**src/rtl/tagged_fifo_pkg.sv**
```systemverilog
// Shared sizing helpers for the tagged {id, data} FIFO.
// Latency: n/a (functions only).
// Backpressure: n/a.
package tagged_fifo_pkg;

   // Number of bits needed to hold an occupancy count in the range 0..depth.
   function automatic int cnt_width(input int depth);
      return $clog2(depth + 1);
   endfunction

   // Pointer advance with an explicit wrap at depth-1.
   // DEPTH need not be a power of two, so natural overflow cannot be used.
   function automatic int next_ptr(input int ptr, input int depth);
      return (ptr == depth - 1) ? 0 : ptr + 1;
   endfunction

endpackage

```
**src/rtl/tagged_fifo_mem.sv**
```systemverilog
// Storage array for the tagged FIFO: DEPTH x WIDTH registers, one write port, one async read port.
// Latency: write lands on the rising edge; read is combinational from rd_addr.
// Backpressure: none; the caller only writes slots it owns. Contents are never reset.
//   clk      in   write clock
//   wr_en    in   write strobe
//   wr_addr  in   write slot
//   wr_data  in   entry to store
//   rd_addr  in   read slot
//   rd_data  out  entry at rd_addr
module tagged_fifo_mem #(
   parameter int WIDTH = 40,
   parameter int DEPTH = 4
) (
   input  logic                     clk,
   input  logic                     wr_en,
   input  logic [$clog2(DEPTH)-1:0] wr_addr,
   input  logic [WIDTH-1:0]         wr_data,
   input  logic [$clog2(DEPTH)-1:0] rd_addr,
   output logic [WIDTH-1:0]         rd_data
);

   logic [WIDTH-1:0] mem [DEPTH];

   always_ff @(posedge clk) begin
      if (wr_en) begin
         mem[wr_addr] <= wr_data;
      end
   end

   assign rd_data = mem[rd_addr];

endmodule

```
**src/rtl/tagged_data_fifo.sv**
```systemverilog
// Synchronous first-word-fall-through FIFO of {id, data} pairs with occupancy count.
// Latency: an entry pushed on edge N is presented on out_* with out_valid=1 right after edge N.
// Backpressure: in_ready = !full and out_valid = !empty, both from the registered count only.
// Optional trace: define TAGGED_FIFO_TRACE_EN to print push/pop lines in simulation.
//   clk, rst                 clock, async active-high reset
//   in_valid/in_ready        producer handshake for {in_id, in_data}
//   out_valid/out_ready      consumer handshake for {out_id, out_data} (zero while empty)
//   count, full, empty       occupancy 0..DEPTH and its end flags
module tagged_data_fifo
   import tagged_fifo_pkg::*;
#(
   parameter int DATA_WIDTH = 8,
   parameter int ID_WIDTH   = 32,
   parameter int DEPTH      = 4
) (
   input  logic                          clk,
   input  logic                          rst,
   input  logic                          in_valid,
   output logic                          in_ready,
   input  logic [DATA_WIDTH-1:0]         in_data,
   input  logic [ID_WIDTH-1:0]           in_id,
   output logic                          out_valid,
   input  logic                          out_ready,
   output logic [DATA_WIDTH-1:0]         out_data,
   output logic [ID_WIDTH-1:0]           out_id,
   output logic [cnt_width(DEPTH)-1:0]   count,
   output logic                          full,
   output logic                          empty
);

   localparam int ENTRY_W = DATA_WIDTH + ID_WIDTH;
   localparam int PTR_W   = $clog2(DEPTH);
   localparam int CNT_W   = cnt_width(DEPTH);

   logic [PTR_W-1:0]   wr_ptr;
   logic [PTR_W-1:0]   rd_ptr;
   logic [CNT_W-1:0]   count_nxt;
   logic [ENTRY_W-1:0] rd_entry;
   logic               push;
   logic               pop;

   assign full      = (count == CNT_W'(DEPTH));
   assign empty     = (count == '0);
   assign in_ready  = !full;
   assign out_valid = !empty;

   // A full FIFO refuses input even when a pop happens on the same edge.
   assign push = in_valid & in_ready;
   assign pop  = out_valid & out_ready;

   always_comb begin
      count_nxt = count;
      case ({push, pop})
         2'b10:   count_nxt = count + 1'b1;
         2'b01:   count_nxt = count - 1'b1;
         default: count_nxt = count;
      endcase
   end

   always_ff @(posedge clk or posedge rst) begin
      if (rst) begin
         wr_ptr <= '0;
         rd_ptr <= '0;
         count  <= '0;
      end else begin
         if (push) begin
            wr_ptr <= PTR_W'(next_ptr(int'(wr_ptr), DEPTH));
         end
         if (pop) begin
            rd_ptr <= PTR_W'(next_ptr(int'(rd_ptr), DEPTH));
         end
         count <= count_nxt;
      end
   end

   tagged_fifo_mem #(
      .WIDTH (ENTRY_W),
      .DEPTH (DEPTH)
   ) u_mem (
      .clk     (clk),
      .wr_en   (push),
      .wr_addr (wr_ptr),
      .wr_data ({in_id, in_data}),
      .rd_addr (rd_ptr),
      .rd_data (rd_entry)
   );

   // Storage is never cleared, so mask the head while empty to keep outputs at zero.
   assign {out_id, out_data} = empty ? '0 : rd_entry;

`ifdef TAGGED_FIFO_TRACE_EN
   initial begin
      $display("tagged_data_fifo DATA_WIDTH=%0d ID_WIDTH=%0d DEPTH=%0d", DATA_WIDTH, ID_WIDTH, DEPTH);
   end

   always @(posedge clk) begin
      if (!rst) begin
         if (push) begin
            $display("push id=%0d data=%0d count=%0d", in_id, in_data, count_nxt);
         end
         if (pop) begin
            $display("pop id=%0d data=%0d count=%0d", out_id, out_data, count_nxt);
         end
      end
   end
`else
`endif

endmodule

```
**config.mk**
```make
export PLATFORM = sky130hd
export DESIGN_NAME = tagged_data_fifo
export DESIGN_NICKNAME = d
export VERILOG_FILES = /design/src/rtl/tagged_fifo_pkg.sv /design/src/rtl/tagged_fifo_mem.sv /design/src/rtl/tagged_data_fifo.sv
export SDC_FILE = /design/constraint.sdc
export NUM_CORES = 1
export LEC_CHECK = 0
export CAP_MARGIN = 20
export CORE_ASPECT_RATIO = 1.4
export CORE_MARGIN = 3
export CORE_UTILIZATION = 28
export DETAILED_ROUTE_END_ITERATION = 6
export DONT_BUFFER_PORTS = 1
export HOLD_SLACK_MARGIN = 0.05
export PLACE_DENSITY = 0.51
export SLEW_MARGIN = 10
export SYNTH_ARGS = -nofsm -noshare
export SYNTH_HDL_FRONTEND = slang
export SYNTH_SLANG_ARGS = --single-unit
```
**constraint.sdc**
```tcl
create_clock -name clk -period 2.35 [get_ports clk]
set_input_delay 0.47 -clock clk [delete_from_list [all_inputs] [get_ports clk]]
set_output_delay 0.47 -clock clk [all_outputs]
set_load 0.05 [all_outputs]
```
Word level (Yosys, flattened, before mapping) --
Memories as Yosys holds them, arrays and structs flattened. Index checks and enable logic that the tools add are counted.
Storage, ports and cells: register bits after elaboration 7, RAM bits 160, output and inout bits 47, word-level logic and storage cells 25, memories kept 1
Cells by class: $add $sub $neg 4, equality and inequality tests 5, multiplexer cells 6, bitwise logic cells 2, reductions and logical operators 4
Memories:
- u_mem.mem | depth 4, width 40, rd ports 1, clocked after memory_dff 0, write ports 1, RTL line tagged_fifo_mem.sv:22 | logic [WIDTH-1:0] mem [DEPTH];
Operators with widths (number):
- $mux W40 | 1
- $eq A2 B1 Y1 const B | 3
- $pmux W3 S2 | 1
- $add A2 B1 Y2 const B | 2
- $mux W2 | 2
- $add A3 B1 Y3 const B | 1
- $eq A3 B3 Y1 const B | 1
- $logic_not A3 Y1 | 1
- $sub A3 B1 Y3 const B | 1
- $and A1 B1 Y1 | 2
- $eq A2 B2 Y1 const B | 1
- $logic_not A1 Y1 | 2
- $mux W1 | 2
- $reduce_bool A2 Y1 | 1

Longest topological paths before layout --
Gate-level depths: netlist of run 1.
depth after elaboration 5, gate-level depth with buffers 11, mapped depth without buffers 11

By module --
From an unflattened synthesis of run 1, not the netlist that was laid out.
Unflattened totals: cells, all modules 291, area total of the unflattened synthesis 6505.0 um^2
Modules (own cells, without submodules):
- tagged_fifo_mem | instances 1, cells each 213, area each 5848.1 um^2, sequential area each 4804.6 um^2
- tagged_data_fifo | instances 1, cells each 78, area each 656.9 um^2, sequential area each 175.2 um^2

Worst setup path after synthesis of run 1 --
No wires, ideal clock.
path type reg2reg, start point reg count[1], end point mem u_mem.mem[0][0], enable pin, library setup time 0.401 ns, arrival 2.936 ns, data required time 1.949 ns, path slack -0.988 ns, cell stages (with the launch flop) 6, path buffers 0, clock period less this slack 3.338 ns, cells stage by stage dfrtp_1 > inv_1 > nand3_1 > inv_1 > nor2b_2 > and2_1
Between the ends: cells in the longest elaborated chain, start to end 5
Ends and longest elaborated chain:
- start: declaration | RTL line tagged_data_fifo.sv:26 | output logic [cnt_width(DEPTH)-1:0] count,
- start signal: assignment | RTL line tagged_data_fifo.sv:72 | count <= count_nxt;
- $eq A3 B3 Y1 | RTL line tagged_data_fifo.sv:42 | assign full = (count == CNT_W'(DEPTH));
- $logic_not A1 Y1 | RTL line tagged_data_fifo.sv:44 | assign in_ready = !full;
- via in_ready | RTL line tagged_data_fifo.sv:19 | output logic in_ready,
- $and A1 B1 Y1 | RTL line tagged_data_fifo.sv:48 | assign push = in_valid & in_ready;
- $mux W1 | RTL line tagged_fifo_mem.sv:25 | if (wr_en) begin
- $mux W1 (implied by the code) | RTL line tagged_fifo_mem.sv:26 | mem[wr_addr] <= wr_data;
- end: declaration | RTL line tagged_fifo_mem.sv:22
The timed path passes the listed nets, and every way through them passes these cells.

Worst setup path in the final report of run 1 --
start point reg rd_ptr[0], end point out out_id[13]
Between the ends: cells in the longest elaborated chain, start to end 2
Ends and longest elaborated chain:
- start: declaration | RTL line tagged_data_fifo.sv:36 | logic [PTR_W-1:0] rd_ptr;
- start signal: assignment | RTL line tagged_data_fifo.sv:70 | rd_ptr <= PTR_W'(next_ptr(int'(rd_ptr), DEPTH));
- $mem_v2 Z4 W40
- $mux W40 | RTL line tagged_data_fifo.sv:89 | assign {out_id, out_data} = empty ? '0 : rd_entry;
- end: declaration | RTL line tagged_data_fifo.sv:25 | output logic [ID_WIDTH-1:0] out_id,
No other way between the ends.

==> results.ini, run 1 <==
[synth]
synth_area_um2 = 6510
yosysTopAreaCell = edfxtp_1
yosys_warnings = 0
synthArstFlopShare = 0.0419
yosys-top-cells-area = edfxtp_1, mux4_2, and2_1
synth_ff_type = edfxtp_1
synth_cell_types = 20
ys_seq_area_frac = 0.765
synthDominantCellAreaShare = 0.738
syn_nets = 348
yosysMostFrequentCell = edfxtp_1
synth-seq-cells = 167
synthTopCellsByCount = edfxtp_1, and2_1, mux4_2
synth-edff-count = 160
avgSynthCellArea_um2 = 21.9
syn_inst = 297

[sta]
drv_slew = 0
setup_violations = 31
slew_headroom = 0.762
finalHoldViolCount = 0
rsz0062_at_grt = yes
worst_pin_slew_ns = 0.357
finalCritPeriodShare = 1.04
clock_skew_ns = 0.00941
max_freq_ghz = 0.410
period_minus_slack_ns = 2.44
setup_slack_ns = -0.0869
setup_tns_ns = -1.19

[clock_network]
ctsLongestPathBuffers = 2
clkSlewWorstSetupHoldPaths_ns = 0.07
cts-htree-levels = 4
clock-root-buffer = clkbuf_16
numCtsBuffers = 17
insertion_delay_ns = 0.43
cts_sinks = 167
cts_tree = built

[global_route]
antenna_found_initial = 0
grt_use_total = 0.115
gr-usage-met3 = 0.0450
grt_pass1_vias = 3342
busiest_layer = met2
grt_max_degree = 32
met2_usage = 0.205
overflow = 0
grt_pass1_wl_um = 20700
use_met1 = 0.116

[final_layout]
n_antenna_cell = 0
syn_to_final_growth_pct = 24.3
drive_above_1_share = 0.482
nNetsFinal = 391
layout.cells.non_filler = 654
finalInstanceArea_um2 = 8090

[drt]
drt_pass1_iterations = 4
wire_per_inst_um = 21.0
drt_iter0_drc = 121
route.detailed.drc = 0
viasPerCell = 4.40
wl_um = 13800
antenna_left = 0
routed-via-count = 2876

[critical_path]
start_kind = flip-flop
crit_fanout = 7
end_kind = primary output
critical_path_class = flip-flop to primary output
cpPeakStageDelay_ns = 0.51
cp.arrival_ns = 1.97
critPathSlowestCell = dfrtp_4
cp_cell_sequence = clkbuf_16, buf_12, mux4_2, and2_4
r2r-start = count[2]$_DFFE_PP0P_
worstPathRequired_ns = 1.88
startpoint = rd_ptr[0]$_DFFE_PP0P_
crit_buf_inv = 2
cp_top_family = flip-flops

[placed_design]
port_buffers = 0
dp_cells = 608
place_ws_ns = 0.215
placed_area_um2 = 7140
dp_hpwl_um = 8370
place.gp.congestion = 0.667

[floorplanning]
start_util = 0.287
rows = 65
io_pins = 91
core_area_um2 = 22700
die_y_um = 186
die_x_um = 135
fp.dieArea_um2 = 25100

[run]
maxCapViolCount = 0

[hold_path]
min_path_type = primary input to flip-flop
min-delay-start = in_id[12]

[status]
violations = setup timing
status = complete, but fails checks

layer usage:
metal	vias up	share of wire	wire length (um)
met4	0	0.019	263
met3	18	0.061	845
li1	1273	-	-
met1	1523	0.36	4990
met2	62	0.56	7670
met5	-	0	0
state kept, by name, summed over array words and instances (netlist names):
register,cells
count,3
rd_ptr,2
u_mem.mem,160
wr_ptr,2
through the flow:
stage          utilization  hold slack (ns)
3_3_place_gp         0.315            0.318
4_1_cts              0.353            0.106
2_1_floorplan            -            0.273
6_report             0.357            0.132
3_5_place_dp         0.315            0.339
5_1_grt              0.357            0.101
logic make-up (layout without fill, tap and decap cells):
group,Yosys count,in the layout,synth area share
flip-flops,167,167,0.765
AND/OR/NAND/NOR,51,51,0.0484
multiplexers,45,45,0.148
buffers and inverters,24,80,0.0198
adder cells (fa/ha/maj),7,7,0.0146
XOR/XNOR,3,3,0.00404
timing repair:
action,4_1_cts,5_1_grt
hold buffers,1,0
setup buffers,7,4
setup endpoints to repair,41,41
gates cloned,2,2
gates resized for setup,74,20
endpoints found under the hold margin,7,0
layout by cell type, fill, tap and decap left out, types with 3 or more instances in the layout:
master,instances
buf_6,6
ha_1,6
mux4_2,40
edfxtp_1,160
and2_4,45
inv_1,6
buf_12,14
buf_4,13
inv_6,4
clkinvlp_4,3
clkbuf_16,19
nor2_1,3
dfrtp_2,4
clkinv_4,3
worst paths after layout:
path | endpoint | slack [ns] | depth (start not counted)
setup / recovery | out_id[13] | -0.09 | 4
hold / removal | u_mem.mem[2][20]$_DFFE_PP_ | 0.13 | 0
setup reg to reg | count[2]$_DFFE_PP0P_ | 0.29 | 11
hold reg to reg | wr_ptr[1]$_DFFE_PP0P_ | 0.57 | 1
max in group asynchronous | rd_ptr[0]$_DFFE_PP0P_ | 1.65 | 2
min in group asynchronous | count[1]$_DFFE_PP0P_ | 0.43 | 2
final cells by class:
cell class                 instances  area, um^2
clock buffer                      17         425
tap                              301         377
inverter                           9        37.5
timing repair buffer              39         563
fill                            2064       14600
clock inverter                    15         169
multi-input combinational        106        1530
sequential                       167        4990
Power of run 1 is left out: the tool's default activity adds up to more than one toggle a clock period on the data nets, which glitch-free logic cannot reach.
==> run 2: changes to the inputs <==
- CORE_ASPECT_RATIO: 1.4 -> 1.25
- TNS_END_PERCENT: not set -> 10
==> results.ini, run 2 (synthesis gave the netlist of run 1 again) <==
[final_layout]
top_register = u_mem.mem
multi_input_area_um2 = 1530
final_util = 0.354
largest_reg_flops = 160
syn_to_final_growth_pct = 22.6
largestRegisters = u_mem.mem x160, count x3
n_antenna_cell = 0
fillCellCount = 2071
layout_common_cells = edfxtp_1, and2_4, mux4_2
final_common_cell = edfxtp_1
seqCellArea_um2 = 4990
layout.cells.non_filler = 629
nNetsFinal = 384
drive_above_1_share = 0.457
finalInstanceArea_um2 = 7980

[hold_path]
min-delay-start = in_data[7]
holdPathStages = 0
min_path_type = primary input to flip-flop
hold_end = u_mem.mem[3][7]$_DFFE_PP_

[drt]
drt_iter0_drc = 159
wire_per_inst_um = 20.3
routed-via-count = 2804
antenna_left = 0
wl_um = 12700
viasPerCell = 4.46
route.detailed.drc = 0
drt_pass1_iterations = 4

[placed_design]
dp_hpwl_um = 8070
place.gp.congestion = 0.643
port_buffers = 0
placed_area_um2 = 7070
dp_cells = 587

[sta]
setup_violations = 29
rsz0062_at_grt = yes
worst_pin_slew_ns = 0.421
drv_slew = 0
slew_headroom = 0.719
clock_skew_ns = 0.00778
period_minus_slack_ns = 2.39
max_freq_ghz = 0.418
finalCritPeriodShare = 1.02
setup_slack_ns = -0.0430
finalHoldViolCount = 0

[global_route]
antenna_found_initial = 0
grt_pass1_vias = 3171
grt_pass1_wl_um = 19300
grt_max_degree = 37
overflow = 0
grt_use_total = 0.106

[floorplanning]
core_area_um2 = 22500
die_x_um = 142
die_y_um = 176
start_util = 0.289
io_pins = 91
rows = 61
fp.dieArea_um2 = 25100

[critical_path]
crit_buf_inv = 1
cpPeakStageDelay_ns = 0.50
critical_path_class = flip-flop to primary output
cp.arrival_ns = 1.92
r2r_setup_slack_ns = 0.26
cp_cell_sequence = bufbuf_16, mux4_2, and2_4
end_kind = primary output
worstPathRequired_ns = 1.88
crit_fanout = 6
rr_worst_depth = 6
r2r_end = count[1]$_DFFE_PP0P_
start_kind = flip-flop
r2r-start = count[0]$_DFFE_PP0P_
cp_top_family = multiplexers
critPathSlowestCell = mux4_2

[clock_network]
clkSlewWorstSetupHoldPaths_ns = 0.07
clock-root-buffer = clkbuf_16
numCtsBuffers = 17
cts-htree-levels = 4
cts_sinks = 167
insertion_delay_ns = 0.41
ctsLongestPathBuffers = 2
cts_tree = built

[status]
violations = setup timing
status = complete, but fails checks

[run]
maxCapViolCount = 0

run 2: cell count changes in the layout (fill, tap and decap cells not counted), sizes merged:
cell and change:
bufbuf +1, buf -7, clkinv -3, inv -2, bufinv +2, clkbuf +1, clkinvlp +1
run 2: timing repair:
item | 4_1_cts | 5_1_grt
setup endpoints to repair | 41 | 41
pin swaps | 0 | 0
buffers inserted | 4 | 3
hold endpoints to repair | 7 | 0
gates cloned | 2 | 1
gates resized for setup | 84 | 3
hold buffers | 1 | 0
run 2: how the worst max path moves through the flow:
stage / depth (start not counted) / end / from / slack [ns]
4_1_cts: 5 / out_id[2] / rd_ptr[0]$_DFFE_PP0P_ / -0.12
3_5_place_dp: 3 / out_id[0] / rd_ptr[0]$_DFFE_PP0P_ / 0.23
3_3_place_gp: 3 / out_id[0] / rd_ptr[0]$_DFFE_PP0P_ / 0.23
6_report: 3 / out_id[10] / rd_ptr[0]$_DFFE_PP0P_ / -0.04
5_1_grt: 4 / out_data[2] / rd_ptr[0]$_DFFE_PP0P_ / -0.12
2_1_floorplan: 11 / count[2]$_DFFE_PP0P_ / count[1]$_DFFE_PP0P_ / -0.04
run 2: cell type report:
| cell class | instances | share of cell area |
|---|---|---|
| clock buffers | 19 | 0.0543 |
| clock inverters | 13 | 0.0241 |
| inverters | 9 | 0.00470 |
| repair buffers | 32 | 0.0554 |
| well taps | 283 | 0.0444 |
| flip-flops and latches | 167 | 0.626 |
| multi-input cells | 106 | 0.192 |
run 2: metal layers:
layer | global-route usage | up-vias | wire length (um)
met5 | 0 | - | 0
met1 | 0.118 | 1478 | 4960
li1 | - | 1252 | -
met2 | 0.181 | 64 | 6700
met4 | 0.0357 | 0 | 146
met3 | 0.0439 | 10 | 938
run 2: through the flow:
step / setup TNS [ns] / setup slack, ns / hold slack [ns]
floorplan: -0.0452 / -0.0403 / 0.273
global placement: 0 / 0.234 / 0.347
detailed placement: 0 / 0.227 / 0.348
CTS: -2.93 / -0.118 / 0.119
global route: -3.25 / -0.121 / 0.111
finish: -0.574 / -0.0430 / 0.149
run 2: worst reg2reg max path, stage by stage (launching register included):
cell	delay, ns
dfrtp_2	0.42
or3_2	0.55
and2_4	0.21
ha_1	0.20
inv_1	0.07
fa_1	0.40
mux2i_1	0.15
Power of run 2 is left out for the same reason.
==> run 3: changes to the inputs <==
- CORE_UTILIZATION: 28 -> 54
- DONT_BUFFER_PORTS: 1 -> not set
- PLACE_DENSITY: 0.51 -> 0.89
==> results.ini, run 3 (synthesis gave the netlist of run 1 again) <==
[clock_network]
clkSlewWorstSetupHoldPaths_ns = 0.06
cts_tree = built
cts_sinks = 167
clock-root-buffer = clkbuf_16
cts-htree-levels = 4
numCtsBuffers = 17
ctsLongestPathBuffers = 2
insertion_delay_ns = 0.41

[hold_path]
min_path_type = primary input to asynchronous set/reset pin

[global_route]
grt_max_degree = 43
grt_use_total = 0.210
grt_pass1_vias = 3579
overflow = 0
grt_pass1_wl_um = 20600
antenna_found_initial = 0

[critical_path]
critical_path_class = flip-flop to primary output
crit_path_frequent_cell = buf_12
worstPathRequired_ns = 1.88
crit_fanout = 6
cpPeakStageDelay_ns = 0.53
critPathSlowestCell = mux4_2
start_kind = flip-flop
cp.arrival_ns = 1.98
cp_cell_sequence = buf_6, buf_12, mux4_2, and2_4, buf_12
end_kind = primary output

[floorplanning]
core_area_um2 = 11700
die_y_um = 129
fp.dieArea_um2 = 13400
rows = 44
start_util = 0.558
io_pins = 91
die_x_um = 104

[drt]
routed-via-count = 3255
wl_um = 13300
viasPerCell = 5.55
drt_iter0_drc = 208
wire_per_inst_um = 22.7
route.detailed.drc = 0
antenna_left = 0
drt_pass1_iterations = 4

[final_layout]
fillCellCount = 636
seqCellArea_um2 = 4990
drive_above_1_share = 0.439
largest_reg_flops = 160
nNetsFinal = 465
n_antenna_cell = 0
layout_common_cells = edfxtp_1, buf_12, clkdlybuf4s50_1
largestRegisters = u_mem.mem x160, count x3
multi_input_area_um2 = 1530
top_register = u_mem.mem
final_common_cell = edfxtp_1
syn_to_final_growth_pct = 38.4
layout.cells.non_filler = 587

[sta]
max_freq_ghz = 0.408
setup_slack_ns = -0.100
setup_tns_ns = -2.10
rsz0062_at_grt = yes
clock_skew_ns = 0.00630
period_minus_slack_ns = 2.45
finalCritPeriodShare = 1.04
setup_violations = 40
whs_ns = 0.298
drv_slew = 0
worst_pin_slew_ns = 0.525
slew_headroom = 0.649
finalHoldViolCount = 0

[status]
status = complete, but fails checks
violations = setup timing

[placed_design]
port_buffers = 90
dp_hpwl_um = 7580
place.gp.congestion = 0.725
place_ws_ns = 0.118
dp_cells = 546

[run]
maxCapViolCount = 0

## run 3: changes by cell type in the layout (fill, tap and decap cells not counted), moves of 2 or more
cell	before	now
clkinvlp_4	4	6
buf_12	10	54
clkdlybuf4s50_1	0	47
dfrtp_2	3	5
inv_6	3	0
dfrtp_4	2	0
buf_16	1	3
bufinv_16	4	1
buf_4	15	5
clkbuf_1	2	5
## run 3: final timing paths
| path | startpoint | depth (start not counted) | to | slack, ns |
|---|---|---|---|---|
| setup / recovery | rd_ptr[0]$_DFFE_PP0P_ | 5 | out_id[27] | -0.10 |
| hold / removal | rst | 2 | count[2]$_DFFE_PP0P_ | 0.30 |
| setup reg to reg | count[1]$_DFFE_PP0P_ | 11 | count[2]$_DFFE_PP0P_ | 0.31 |
| hold reg to reg | count[0]$_DFFE_PP0P_ | 1 | count[0]$_DFFE_PP0P_ | 0.50 |
| max in group asynchronous | rst | 2 | rd_ptr[0]$_DFFE_PP0P_ | 1.81 |
| min in group clk | count[0]$_DFFE_PP0P_ | 1 | count[0]$_DFFE_PP0P_ | 0.50 |
## run 3: area by class of cell
type	instances	share of cell area
Timing Repair Buffer	113	0.192
Clock inverter	9	0.00889
Tap cell	161	0.0224
Multi-Input combinational cell	106	0.170
Inverter	9	0.00417
Clock buffer	22	0.0493
Sequential cell	167	0.554
## run 3: per-layer routing
metal / GRT usage / wire (um)
met5: 0 / 0
met4: 0.0947 / 307
met3: 0.0467 / 617
met2: 0.363 / 7230
met1: 0.258 / 5170
## run 3: worst max-delay path: cells and delay by family (launching register included)
family | cells | cell delay, ns
buf+inv | 3 | 0.42
simple gates | 1 | 0.19
flops | 1 | 0.43
mux | 1 | 0.53
## run 3: stage by stage
stage	utilization	cell area [um^2]
floorplan	-	6550
global placement	0.702	8190
detailed placement	0.702	8190
CTS	0.772	9010
global route	0.772	9010
finish	0.772	9010
## run 3: what timing repair did
action                     4_1_cts  5_1_grt
cloned                           4        1
setup endpoints to repair       40       40
hold buffers                     0        0
buffers inserted                 7        0
resized for setup               47        0
Power of run 3 is left out for the same reason.
